[config.mk]
export PLATFORM = sky130hd
export DESIGN_NAME = serial_work_rx
export DESIGN_NICKNAME = d
export VERILOG_FILES = /design/src/rtl/serial_work_rx_pkg.sv /design/src/rtl/uart_rx_byte.sv /design/src/rtl/serial_work_rx.sv
export SDC_FILE = /design/constraint.sdc
export NUM_CORES = 1
export LEC_CHECK = 0
export BUFFER_PORTS_ARGS = -buffer_cell sky130_fd_sc_hd__clkbuf_2
export CAP_MARGIN = 20
export CORE_ASPECT_RATIO = 1.1
export CORE_UTILIZATION = 48
export DETAILED_ROUTE_END_ITERATION = 16
export HOLD_SLACK_MARGIN = 0.1
export PLACE_DENSITY = 0.68
export SLEW_MARGIN = 5
export SYNTH_ARGS = -nofsm -noshare
export SYNTH_HDL_FRONTEND = slang
export SYNTH_SLANG_ARGS = --single-unit
[constraint.sdc]
create_clock -name clk -period 2.6 [get_ports clk]
set_input_delay 0.39 -clock clk [delete_from_list [all_inputs] [get_ports clk]]
set_output_delay 0.39 -clock clk [all_outputs]
set_load 0.02 [all_outputs]
[src/rtl/serial_work_rx_pkg.sv]
`default_nettype none
// ============================================================================
// Module  : serial_work_rx_pkg
// Brief   : Shared constants and receiver state encoding for serial_work_rx.
// Revision: 1.0
// ============================================================================
package serial_work_rx_pkg;

    localparam int WORK_BYTES = 44;
    localparam int MIDSTATE_W = 256;
    localparam int DATA_W     = 96;
    localparam int SHIFT_W    = MIDSTATE_W + DATA_W;
    localparam int COUNT_W    = 6;

    typedef enum logic [1:0] {
        RX_IDLE  = 2'd0,
        RX_START = 2'd1,
        RX_DATA  = 2'd2,
        RX_STOP  = 2'd3
    } rx_state_t;

endpackage
`default_nettype wire

[src/rtl/uart_rx_byte.sv]
`default_nettype none
// ============================================================================
// Module  : uart_rx_byte
// Brief   : 8N1 UART byte receiver with input synchroniser and framing check.
// Revision: 1.0
// ============================================================================
module uart_rx_byte
    import serial_work_rx_pkg::*;
#(
    parameter int CLKS_PER_BIT = 434
) (
    input  logic       clk,
    input  logic       rst,
    input  logic       i_rxd,
    output logic [7:0] o_byte,
    output logic       o_byte_valid,
    output logic       o_frame_err
);

    localparam int TW = (CLKS_PER_BIT > 2) ? $clog2(CLKS_PER_BIT) : 1;
    localparam logic [TW-1:0] c_BIT_LAST  = TW'(CLKS_PER_BIT - 1);
    localparam logic [TW-1:0] c_HALF_LAST = TW'(CLKS_PER_BIT / 2 - 1);

    logic            r_sync1;
    logic            r_sync2;
    rx_state_t       r_state;
    logic [TW-1:0]   r_timer;
    logic [2:0]      r_bit_idx;
    logic [7:0]      r_shift;
    logic            r_wait_high;
    logic            r_byte_valid;
    logic            r_frame_err;

    always_ff @(posedge clk) begin
        if (rst) begin
            r_sync1 <= 1'b1;
            r_sync2 <= 1'b1;
        end else begin
            r_sync1 <= i_rxd;
            r_sync2 <= r_sync1;
        end
    end

    always_ff @(posedge clk) begin
        if (rst) begin
            r_state      <= RX_IDLE;
            r_timer      <= '0;
            r_bit_idx    <= '0;
            r_shift      <= '0;
            r_wait_high  <= 1'b0;
            r_byte_valid <= 1'b0;
            r_frame_err  <= 1'b0;
        end else begin
            r_byte_valid <= 1'b0;
            r_frame_err  <= 1'b0;
            case (r_state)
                RX_IDLE: begin
                    r_timer   <= '0;
                    r_bit_idx <= '0;
                    if (!r_sync2) begin
                        r_state <= RX_START;
                    end
                end
                RX_START: begin
                    // A line that is high again at mid start bit was a glitch.
                    if (r_timer == c_HALF_LAST) begin
                        r_timer <= '0;
                        r_state <= r_sync2 ? RX_IDLE : RX_DATA;
                    end else begin
                        r_timer <= r_timer + 1'b1;
                    end
                end
                RX_DATA: begin
                    if (r_timer == c_BIT_LAST) begin
                        r_timer            <= '0;
                        r_shift[r_bit_idx] <= r_sync2;
                        r_bit_idx          <= r_bit_idx + 1'b1;
                        if (r_bit_idx == 3'd7) begin
                            r_state <= RX_STOP;
                        end
                    end else begin
                        r_timer <= r_timer + 1'b1;
                    end
                end
                RX_STOP: begin
                    // After a framing error, hold here until the line idles high.
                    if (r_wait_high) begin
                        if (r_sync2) begin
                            r_wait_high <= 1'b0;
                            r_state     <= RX_IDLE;
                        end
                    end else if (r_timer == c_BIT_LAST) begin
                        r_timer <= '0;
                        if (r_sync2) begin
                            r_byte_valid <= 1'b1;
                            r_state      <= RX_IDLE;
                        end else begin
                            r_frame_err <= 1'b1;
                            r_wait_high <= 1'b1;
                        end
                    end else begin
                        r_timer <= r_timer + 1'b1;
                    end
                end
                default: begin
                    r_state <= RX_IDLE;
                end
            endcase
        end
    end

    assign o_byte       = r_shift;
    assign o_byte_valid = r_byte_valid;
    assign o_frame_err  = r_frame_err;

endmodule
`default_nettype wire

[src/rtl/serial_work_rx.sv]
`default_nettype none
// ============================================================================
// Module  : serial_work_rx
// Brief   : Assembles 44 UART bytes into a SHA-256 midstate + header tail.
// Revision: 1.0
// ============================================================================
module serial_work_rx
    import serial_work_rx_pkg::*;
#(
    parameter int CLKS_PER_BIT = 434,
    parameter int TIMEOUT_CLKS = 5000000
) (
    input  logic                  clk,
    input  logic                  rst,
    input  logic                  RxD,
    output logic [MIDSTATE_W-1:0] midstate,
    output logic [DATA_W-1:0]     data,
    output logic                  new_work,
    output logic                  rx_error
);

    localparam int IW = $clog2(TIMEOUT_CLKS + 1);
    localparam logic [IW-1:0]      c_IDLE_LAST  = IW'(TIMEOUT_CLKS - 1);
    localparam logic [COUNT_W-1:0] c_COUNT_LAST = COUNT_W'(WORK_BYTES - 1);

    logic [7:0]            w_byte;
    logic                  w_byte_valid;
    logic                  w_frame_err;
    logic                  w_last_byte;
    logic                  w_timeout;
    logic [SHIFT_W-1:0]    w_shift_next;

    // Holds the prior 43 bytes; the full 352-bit window is w_shift_next.
    logic [SHIFT_W-9:0]    r_shift;
    logic [COUNT_W-1:0]    r_count;
    logic [IW-1:0]         r_idle;
    logic [MIDSTATE_W-1:0] r_midstate;
    logic [DATA_W-1:0]     r_data;
    logic                  r_new_work;
    logic                  r_rx_error;

    uart_rx_byte #(
        .CLKS_PER_BIT (CLKS_PER_BIT)
    ) u_uart_rx_byte (
        .clk          (clk),
        .rst          (rst),
        .i_rxd        (RxD),
        .o_byte       (w_byte),
        .o_byte_valid (w_byte_valid),
        .o_frame_err  (w_frame_err)
    );

    assign w_shift_next = {r_shift, w_byte};
    assign w_last_byte  = (r_count == c_COUNT_LAST);
    assign w_timeout    = (r_count != '0) && (r_idle == c_IDLE_LAST);

    always_ff @(posedge clk) begin
        if (rst) begin
            r_shift    <= '0;
            r_count    <= '0;
            r_idle     <= '0;
            r_midstate <= '0;
            r_data     <= '0;
            r_new_work <= 1'b0;
            r_rx_error <= 1'b0;
        end else begin
            r_new_work <= 1'b0;
            // Coincident framing error and timeout merge into a single pulse.
            r_rx_error <= w_frame_err | (w_timeout & ~w_byte_valid);
            if (w_byte_valid) begin
                r_shift <= w_shift_next[SHIFT_W-9:0];
                r_idle  <= '0;
                if (w_last_byte) begin
                    r_midstate <= w_shift_next[SHIFT_W-1:DATA_W];
                    r_data     <= w_shift_next[DATA_W-1:0];
                    r_new_work <= 1'b1;
                    r_count    <= '0;
                end else begin
                    r_count <= r_count + 1'b1;
                end
            end else if (w_frame_err || w_timeout) begin
                r_count <= '0;
                r_idle  <= '0;
            end else if (r_count != '0) begin
                r_idle <= r_idle + 1'b1;
            end else begin
                r_idle <= '0;
            end
        end
    end

    assign midstate = r_midstate;
    assign data     = r_data;
    assign new_work = r_new_work;
    assign rx_error = r_rx_error;

endmodule
`default_nettype wire

==> key figures, run 1 <==
GRT
  • Number of global-route vias before repair: 19800
  • Initial antenna violation count: 0
  • Global-route wire length before repair: 104000 µm
  • GRT Total Usage: 22.7%
  • Largest net degree at the start of global routing: 132
  • GR Overflow Total: 0

Timing
  • Unrepaired setup endpoints after global routing: no
  • Slew headroom: 38.7%
  • Finish-stage setup viols: 0
  • Final hold vios: 0
  • Clock skew: 0.0217 ns
  • Fin crit period: 2.13 ns
  • Max Fclk: 468 MHz
  • Slew of the pin with the lowest slew margin: 0.919 ns
  • Setup TNS Final: 0 ns
  • Crit share post-route: 82.1%
  • Max Transition Viols Final: 0

Pwr
  • VDD IR max: 0.464 mV
  • Internal Power: 17.7 mW
  • Sw Share: 21.0%
  • Leak Pwr: 11.1 nW
  • Switching pwr: 4.70 mW
  • Clock share of power: 47.4%
  • Comb pwr share: 1.0%
  • Register share of total power: 51.6%
  • Power density over the cells: 712 mW/mm²
  • Tot Pwr: 22.4 mW

Worst setup path
  • Crit. End Element: flop
  • Worst setup SP type: flop
  • Critical Path RT: 3.12 ns
  • WS Path Type: reg2reg
  • Crit path DAT: 2.65 ns
  • Max Fanout on Critical Path: 48

CTS
  • Clock Pin Slew Worst Setup and Hold Paths: 0.06 ns
  • CTS H-tree depth: 3
  • Clock sink count: 754
  • CTS tree: done
  • CTS Buf Count: 75
  • CTS root buffer: clkbuf_16
  • Post-cts resize count: 0
  • Clock Latency Late Sink: 0.61 ns
  • Clock Tree Buf Depth: 3

Synth
  • Sequential area share after synthesis: 56.3%
  • Synth Instances: 2968
  • Post-Synthesis Cell Area: 0.0268 mm²
  • Asr flop ratio synth: 0%
  • Syn Nets: 2979
  • Syn. warnings: 0
  • Syn_area_per_cell: 9.03 µm²
  • Area contributors post-synth: dfxtp_1, mux2i_1, nand2_1
  • Number of synthesized register bits: 754
  • Post-synth EDFFs: 0
  • Netlist cell types: 54
  • Cell taking the most area after synthesis: dfxtp_1
  • Dominant synthesized flop cell: dfxtp_1
  • Post-synth top area share: 56.3%

Placed design
  • Gpl congestion: 0.845
  • Post-DP HPWL: 43200 µm
  • # port buffers: 356
  • DP Cell Count: 3873

Finish
  • Finished Core Util: 57.2%
  • Number of antenna diodes: 0
  • Fraction of layout cells with a size suffix above 1: 15.8%
  • Layout Cells excl Fill: 4011
  • Final #Nets: 3226
  • Layout area overhead: 17.4%

Drt
  • Remaining DRCs: 0
  • Final ANT Viol Nets: 0
  • DRT iter0 DRCs: 1238
  • DR WL/cell: 16.4 µm
  • DRT Pass-1 Iters: 5
  • Vias: 21000
  • Post-DR vias/cell: 5.24
  • Final WL: 65900 µm

Floorplan
  • Initial Utilization: 48.7%
  • IO Count: 357
  • Die area: 0.0568 mm²
  • Core Box Area: 0.0551 mm²
  • Die width: 227 µm
  • Row Count: 90
  • Die H: 250 µm

Run
  • Max cap viols: 0

Worst hold path
  • Hold Crit Class: in2reg

Run status
  • Status: finished, final reports clean
worst max-delay path: stages (launching register included):
cell and delay, ns:
dfxtp_1 0.37, ha_1 0.20, and2_1 0.21, and4_4 0.45, buf_4 0.50, nand2_1 0.12
a21oi_1 0.17
power groups by stage:
stage	clock, mW	sequential, mW	combinational, mW
floorplan	0	11.8	0.163
global placement	0	11.8	0.214
detailed placement	0	11.8	0.216
CTS	10.8	11.6	0.217
global route	11.3	11.6	0.235
finish	10.6	11.6	0.216
path summary, 6_finish.rpt:
check | from | end | slack, ns | cells past startpoint
setup reg to reg | r_count[0] | midstate[102] | 0.47 | 6
hold / removal | rst | r_shift[332] | 0.21 | 2
hold reg to reg | u_uart_rx_byte.o_frame_err | rx_error | 0.44 | 2
setup / recovery | r_count[0] | midstate[102] | 0.47 | 6
cells in the final DEF (no fill, tap or decap), types with 13 or more instances in the layout:
| cell | synthesis | routed |
|---|---|---|
| inv_1 | 13 | 13 |
| nand4_1 | 15 | 15 |
| clkinv_2 | 0 | 15 |
| nor3_1 | 14 | 14 |
| clkbuf_1 | 123 | 16 |
| dfxtp_1 | 754 | 753 |
| nand2_1 | 722 | 722 |
| clkbuf_2 | 0 | 355 |
| nor2_1 | 359 | 359 |
| mux2i_1 | 344 | 344 |
| clkbuf_16 | 0 | 76 |
| xor2_1 | 16 | 16 |
| a21oi_1 | 368 | 368 |
| nand3_1 | 19 | 19 |
| o21ai_0 | 16 | 16 |
| buf_12 | 0 | 16 |
| clkbuf_8 | 0 | 17 |
sequential cells by signal, indices dropped and copies added (netlist names), named ones only:
signal	flops
u_uart_rx_byte.r_timer	9
u_uart_rx_byte.o_frame_err	1
u_uart_rx_byte.r_state	1
rx_error	1
u_uart_rx_byte.r_bit_idx	3
u_uart_rx_byte.r_sync2	1
u_uart_rx_byte.r_wait_high	1
r_count	6
midstate	256
u_uart_rx_byte.o_byte_valid	1
r_idle	23
u_uart_rx_byte.o_byte	8
data	96
new_work	1
u_uart_rx_byte.r_sync1	1
r_shift	344
synthesized netlist by cell type, drive strengths merged, types with 2 or more instances:
cell type and count:
nand2 723, or3 5, or4 9, nand4 16, buf 92, clkbuf 123
and4 7, ha 8, a21oi 368, or2 3, inv 13, nor4b 5
nand3b 3, a21o 2, and2 8, mux2i 344, o31ai 10, nand4b 3
a311oi 7, nor4 6, nand3 19, nor2 359, xor2 16, a211oi 10
xnor2 2, nor3 14, dfxtp 754, o21ai 16, and3 5, a31oi 4
stage by stage:
stage	hold slack, ns	area [µm²]	setup slack [ns]
3_3_place_gp	0.433	29000	0.623
4_1_cts	0.205	31500	0.490
6_report	0.206	31500	0.466
3_5_place_dp	0.444	29000	0.515
2_1_floorplan	0.389	26800	0.833
5_1_grt	0.246	31500	0.322
routing by layer:
layer | vias up | global-route usage [%] | wire [µm]
met5 | - | 0 | 0
met4 | 0 | 8.95 | 1970
met3 | 96 | 5.12 | 4110
met2 | 524 | 36.4 | 31000
met1 | 10000 | 29.3 | 28900
li1 | 10400 | - | -
area by class of cell:
cell class	instances	area, µm²
fill	4861	23600
sequential	754	15100
multi-input combinational	1986	10800
timing repair buffer	385	2210
clock buffer	109	2200
tap	736	921
clock inverter	28	245
inverter	13	48.8
repair_timing:
item                                    4_1_cts  5_1_grt
hold buffers                                  1        0
hold endpoints to repair                      1        0
buffers inserted                              0        0
endpoints found under the setup margin        0        0
logic make-up after synthesis:
logic type | share of synthesized area (%)
muxes | 12.8
xor gates and xnor gates | 0.588
and+or+nand+nor | 17.9
buffers and inverters | 3.60
adders and majority gates | 0.373
AOI/OAI and AO/OA | 8.43
DFF | 56.3
(Power assumes the default switching activity.)
==> run 2: changes to the inputs <==
==> constraint.sdc (replaced) <==
create_clock -name clk -period 2.23 [get_ports clk]
set_input_delay 0.3345 -clock clk [delete_from_list [all_inputs] [get_ports clk]]
set_output_delay 0.3345 -clock clk [all_outputs]
set_load 0.02 [all_outputs]
==> run 2 against run 1 <==
  * Routed wire length decreased by 0.25%
  * Power increased by 18%
  * Final area increased by 1.1%
  * Count of clock-buffer cells in the layout decreased by 3
  * Largest power group unchanged
==> key figures, run 2 (synthesized netlist as in run 1, its figures left out) <==
Floorplan
  • Initial Utilization: 48.7%
  • Core Box Area: 0.0551 mm²
  • Die H: 250 µm
  • Row Count: 90
  • Die area: 0.0568 mm²
  • Die width: 227 µm
  • IO Count: 357

CTS
  • CTS Buf Count: 74
  • Clock Tree Buf Depth: 3
  • CTS tree: done
  • CTS root buffer: clkbuf_16
  • Post-CTS setup buffer count: 0
  • Clock Pin Slew Worst Setup and Hold Paths: 0.06 ns
  • CTS H-tree depth: 3
  • Clock Latency Late Sink: 0.61 ns
  • Clock sink count: 754

GRT
  • Global-route wire length before repair: 104000 µm
  • Largest net degree at the start of global routing: 113
  • GRT Total Usage: 22.6%
  • Initial antenna violation count: 0
  • Number of global-route vias before repair: 19900
  • GR Overflow Total: 0

Worst setup path
  • Critical Path RT: 2.75 ns
  • Worst setup SP type: flop
  • Crit. End Element: flop
  • Reg2reg setup slack: 0.22 ns
  • R2R cell count: 6
  • Max Fanout on Critical Path: 57
  • RR Startpoint: r_count[0]
  • WS Path Type: reg2reg
  • R2r endpoint: data[58]
  • Crit path DAT: 2.53 ns

Drt
  • Vias: 20900
  • DRT iter0 DRCs: 1367
  • DR WL/cell: 16.3 µm
  • Final WL: 65700 µm
  • Remaining DRCs: 0
  • Post-DR vias/cell: 5.19
  • Final ANT Viol Nets: 0
  • DRT Pass-1 Iters: 5

Timing
  • Slew of the pin with the lowest slew margin: 0.862 ns
  • Clock skew: 0.0141 ns
  • Max Transition Viols Final: 0
  • Setup TNS Final: 0 ns
  • Unrepaired setup endpoints after global routing: no
  • Max Fclk: 497 MHz
  • Finish-stage setup viols: 0
  • Final WS setup: 0.216 ns
  • Crit share post-route: 90.3%
  • Fin crit period: 2.01 ns
  • Final hold vios: 0
  • Slew headroom: 42.5%

Pwr
  • Comb pwr share: 1.0%
  • Power density over the cells: 828 mW/mm²
  • Clock share of power: 47.8%
  • Register share of total power: 51.2%
  • Sw Share: 21.0%
  • VDD IR max: 0.549 mV
  • Leak Pwr: 11.2 nW
  • Switching pwr: 5.53 mW
  • Tot Pwr: 26.3 mW
  • Internal Power: 20.8 mW

Worst hold path
  • Worst Hold End: r_idle[0]
  • Worst Hold Launch: r_idle[0]
  • Hold path cells: 1
  • Hold Crit Class: reg2reg

Placed design
  • # port buffers: 356
  • DP Cell Count: 3890
  • Gpl congestion: 0.837
  • Setup WS pre-CTS: 0.249 ns
  • Post-DP HPWL: 44200 µm

Finish
  • Final #Nets: 3243
  • Layout Cells excl Fill: 4024
  • Fraction of layout cells with a size suffix above 1: 16.3%
  • Most common cell after layout, fill and taps aside: dfxtp_1
  • Number of antenna diodes: 0
  • Layout area overhead: 18.7%
  • Commonest non-fill, non-tap cells in the layout: dfxtp_1, nand2_1, a21oi_1
  • FILL cells: 4846
  • Finished Core Util: 57.8%
  • Largest register FFs: 344
  • Most flops, register: r_shift

Run
  • Max cap viols: 0

Run status
  • Status: finished, final reports clean
## run 2: repair_timing
action / 4_1_cts / 5_1_grt
hold buffers: 2 / 0
endpoints found under the hold margin: 15 / 0
setup endpoints to repair: 0 / 1
gates resized for setup: 0 / 1
## run 2: power groups by stage
stage	Clock, mW	Combinational (mW)	Sequential, mW
after floorplan	0	0.190	13.8
after global placement	0	0.256	13.8
after detailed placement	0	0.260	13.8
after CTS	12.9	0.263	13.5
after global routing	13.5	0.288	13.5
final	12.6	0.263	13.5
## run 2: worst max path at each step
stage                     startpoint            end  slack [ns]  cells after the start
final                     r_count[0]       data[58]        0.22                      6
after global routing       r_idle[2]     r_idle[22]        0.06                      4
after CTS                 r_count[0]       data[58]        0.20                      6
after detailed placement  r_count[0]       data[55]        0.25                      6
after global placement    r_count[0]       data[79]        0.37                      6
after floorplan           r_count[0]  midstate[126]        0.46                      8
## run 2: cell type report
cell class | instances | area (µm²) | area share [%]
timing repair buffer | 403 | 2500 | 7.86
clock inverter | 26 | 329 | 1.03
clock buffer | 106 | 2160 | 6.79
tap | 736 | 921 | 2.89
multi-input combinational | 1986 | 10800 | 33.8
sequential | 754 | 15100 | 47.4
inverter | 13 | 48.8 | 0.153
## run 2: stage by stage
step	hold WS [ns]	instance area, µm²
after floorplan	0.389	26800
after global placement	0.431	29300
after detailed placement	0.445	29300
after CTS	0.425	31800
after global routing	0.458	31800
final	0.449	31800
## run 2: metal layers
layer / vias up / track usage [%] / routed length, µm
li1: 10400 / - / -
met1: 9943 / 29.4 / 28800
met2: 485 / 36.7 / 31400
met3: 97 / 5.46 / 3980
met4: 0 / 7.50 / 1560
met5: - / 0 / 0
## run 2: critical path, cell delays in order (launching register included)
cell	delay, ns
dfxtp_1	0.37
ha_1	0.20
and2_1	0.22
and4_4	0.55
buf_12	0.31
nand2_1	0.10
a21oi_1	0.16
==> run 3: changes to the inputs <==
--- a/config.mk
+++ b/config.mk
@@ -5,7 +5,7 @@
 export SDC_FILE = /design/constraint.sdc
 export NUM_CORES = 1
 export LEC_CHECK = 0
-export BUFFER_PORTS_ARGS = -buffer_cell sky130_fd_sc_hd__clkbuf_2
+export BUFFER_PORTS_ARGS = -buffer_cell sky130_fd_sc_hd__buf_2
 export CAP_MARGIN = 20
 export CORE_ASPECT_RATIO = 1.1
 export CORE_UTILIZATION = 48
==> constraint.sdc (replaced) <==
create_clock -name clk -period 2.4 [get_ports clk]
set_input_delay 0.36 -clock clk [delete_from_list [all_inputs] [get_ports clk]]
set_output_delay 0.36 -clock clk [all_outputs]
set_load 0.02 [all_outputs]
==> run 3 against run 2 <==
  * Clock power down 6%
  * Die area is the same
  * Core utilization grew 0.29 points
  * Sequential cell count unchanged
  * First-iteration DRC count fell by 11%
  * Sequential power fell by 7%
  * Register-to-register slack better by 0.06 ns
  * Clock skew grew 0.0056 ns
  * Critical path depth fell by 2
  * Count of clock-buffer cells in the layout increased by 3
  * Worst hold slack lost 0.28 ns
  * Largest power group unchanged
==> key figures, run 3 (synthesized netlist as in run 1, its figures left out) <==
Run status
  • Status: finished, final reports clean

GRT
  • Initial antenna violation count: 0
  • Largest net degree at the start of global routing: 119
  • Global-route wire length before repair: 104000 µm
  • GR Overflow Total: 0
  • GRT Total Usage: 22.8%
  • Number of global-route vias before repair: 19900

CTS
  • CTS H-tree depth: 3
  • Clock Tree Buf Depth: 3
  • CTS tree: done
  • Clock Pin Slew Worst Setup and Hold Paths: 0.06 ns
  • CTS root buffer: clkbuf_16
  • Clock Latency Late Sink: 0.61 ns
  • Clock sink count: 754
  • CTS Buf Count: 75

Timing
  • Setup TNS Final: 0 ns
  • Clock skew: 0.0197 ns
  • Slew headroom: 37.3%
  • Max Fclk: 471 MHz
  • Crit share post-route: 88.5%
  • Final hold vios: 0
  • Slew of the pin with the lowest slew margin: 0.941 ns
  • Unrepaired setup endpoints after global routing: no
  • Max Transition Viols Final: 0
  • Fin crit period: 2.12 ns
  • Finish-stage setup viols: 0

Worst setup path
  • Critical Path RT: 2.92 ns
  • Max Fanout on Critical Path: 18
  • CP top delay family: simple AND/OR/NAND/NOR gates
  • Crit. End Element: flop
  • WS Path Type: reg2reg
  • Crit path DAT: 2.64 ns
  • Bufs and invs on worst path: 0
  • Reg2reg setup slack: 0.28 ns
  • Crit path cell chain: and4_1 > nand3_1 > or4_1 > a211oi_1
  • Slowest stage delay, CP: 0.58 ns
  • Worst setup SP type: flop
  • CP max stage cell: or4_1

Run
  • Max cap viols: 0

Worst hold path
  • Hold Crit Class: in2reg

Finish
  • Final #Nets: 3256
  • Layout Cells excl Fill: 4036
  • Largest register FFs: 344
  • Sequential cell area: 0.0151 mm²
  • Multi-input logic area: 0.0108 mm²
  • Most flops, register: r_shift
  • Number of antenna diodes: 0
  • FILL cells: 4786
  • Most common cell after layout, fill and taps aside: dfxtp_1
  • Fraction of layout cells with a size suffix above 1: 16.6%
  • Commonest non-fill, non-tap cells in the layout: dfxtp_1, nand2_1, a21oi_1
  • Layout area overhead: 19.3%

Pwr
  • Leak Pwr: 11.7 nW
  • VDD IR max: 0.560 mV
  • Power density over the cells: 773 mW/mm²

Drt
  • DR WL/cell: 16.4 µm
  • DRT iter0 DRCs: 1219
  • DRT Pass-1 Iters: 5
  • Final ANT Viol Nets: 0
  • Vias: 21000
  • Remaining DRCs: 0
  • Final WL: 66300 µm
  • Post-DR vias/cell: 5.20

Floorplan
  • Row Count: 90
  • Die width: 227 µm
  • Die area: 0.0568 mm²
  • Die H: 250 µm
  • Initial Utilization: 48.7%
  • IO Count: 357
  • Core Box Area: 0.0551 mm²

Placed design
  • Gpl congestion: 0.835
  • Post-DP HPWL: 44400 µm
  • # port buffers: 356
  • DP Cell Count: 3903
[run 3: path summary, 6_finish.rpt]
kind / start / end / cells past startpoint
hold / removal: rst / r_shift[222] / 2
setup / recovery: r_idle[6] / r_idle[15] / 4
setup reg to reg: r_idle[6] / r_idle[15] / 4
hold reg to reg: u_uart_rx_byte.r_sync1 / u_uart_rx_byte.r_sync2 / 1
[run 3: timing repair]
action	CTS	global route
endpoints found under the hold margin	1	0
buffers inserted	0	0
gates resized for setup	0	0
hold buffers	1	0
setup endpoints to repair	0	0
[run 3: worst reg2reg max path, delay by kind of cell (launching register included)]
family           cells  cell delay [ns]
AND/OR/NAND/NOR      3             1.31
flip-flops           1             0.41
AO/OA/AOI/OAI        1             0.31
[run 3: per-stage QoR]
step / power, mW / setup WS (ns) / hold slack (ns) / util [%] / instance area [µm²]
6_report: 24.7 / 0.276 / 0.174 / 58.1 / 32000
5_1_grt: 25.5 / 0.104 / 0.182 / 58.1 / 32000
4_1_cts: 25.0 / 0.295 / 0.155 / 58.1 / 32000
3_5_place_dp: 13.1 / 0.318 / 0.396 / 53.4 / 29400
3_3_place_gp: 13.1 / 0.464 / 0.398 / 53.4 / 29400
2_1_floorplan: 13.0 / 0.633 / 0.389 / - / 26800
[run 3: cell type report]
| type | count | share of cell area (%) |
|---|---|---|
| flip-flops and latches | 754 | 47.2 |
| multi-input cells | 1986 | 33.6 |
| repair buffers | 415 | 8.17 |
| clock buffers | 109 | 7.06 |
| well taps | 736 | 2.88 |
| clock inverters | 23 | 0.884 |
| inverters | 13 | 0.153 |
[run 3: power breakdown]
part	switching [mW]	internal, mW
logic	0.200	0.0575
registers	0.00707	12.5
clock network	4.85	7.08
[run 3: layer usage]
| layer | GRT usage, % | share of wire [%] | up-vias |
|---|---|---|---|
| met5 | 0 | 0 | - |
| met4 | 8.42 | 2.8 | 0 |
| met3 | 6.44 | 7.1 | 101 |
| met2 | 37.0 | 47 | 545 |
| met1 | 28.4 | 43 | 9944 |
| li1 | - | - | 10400 |
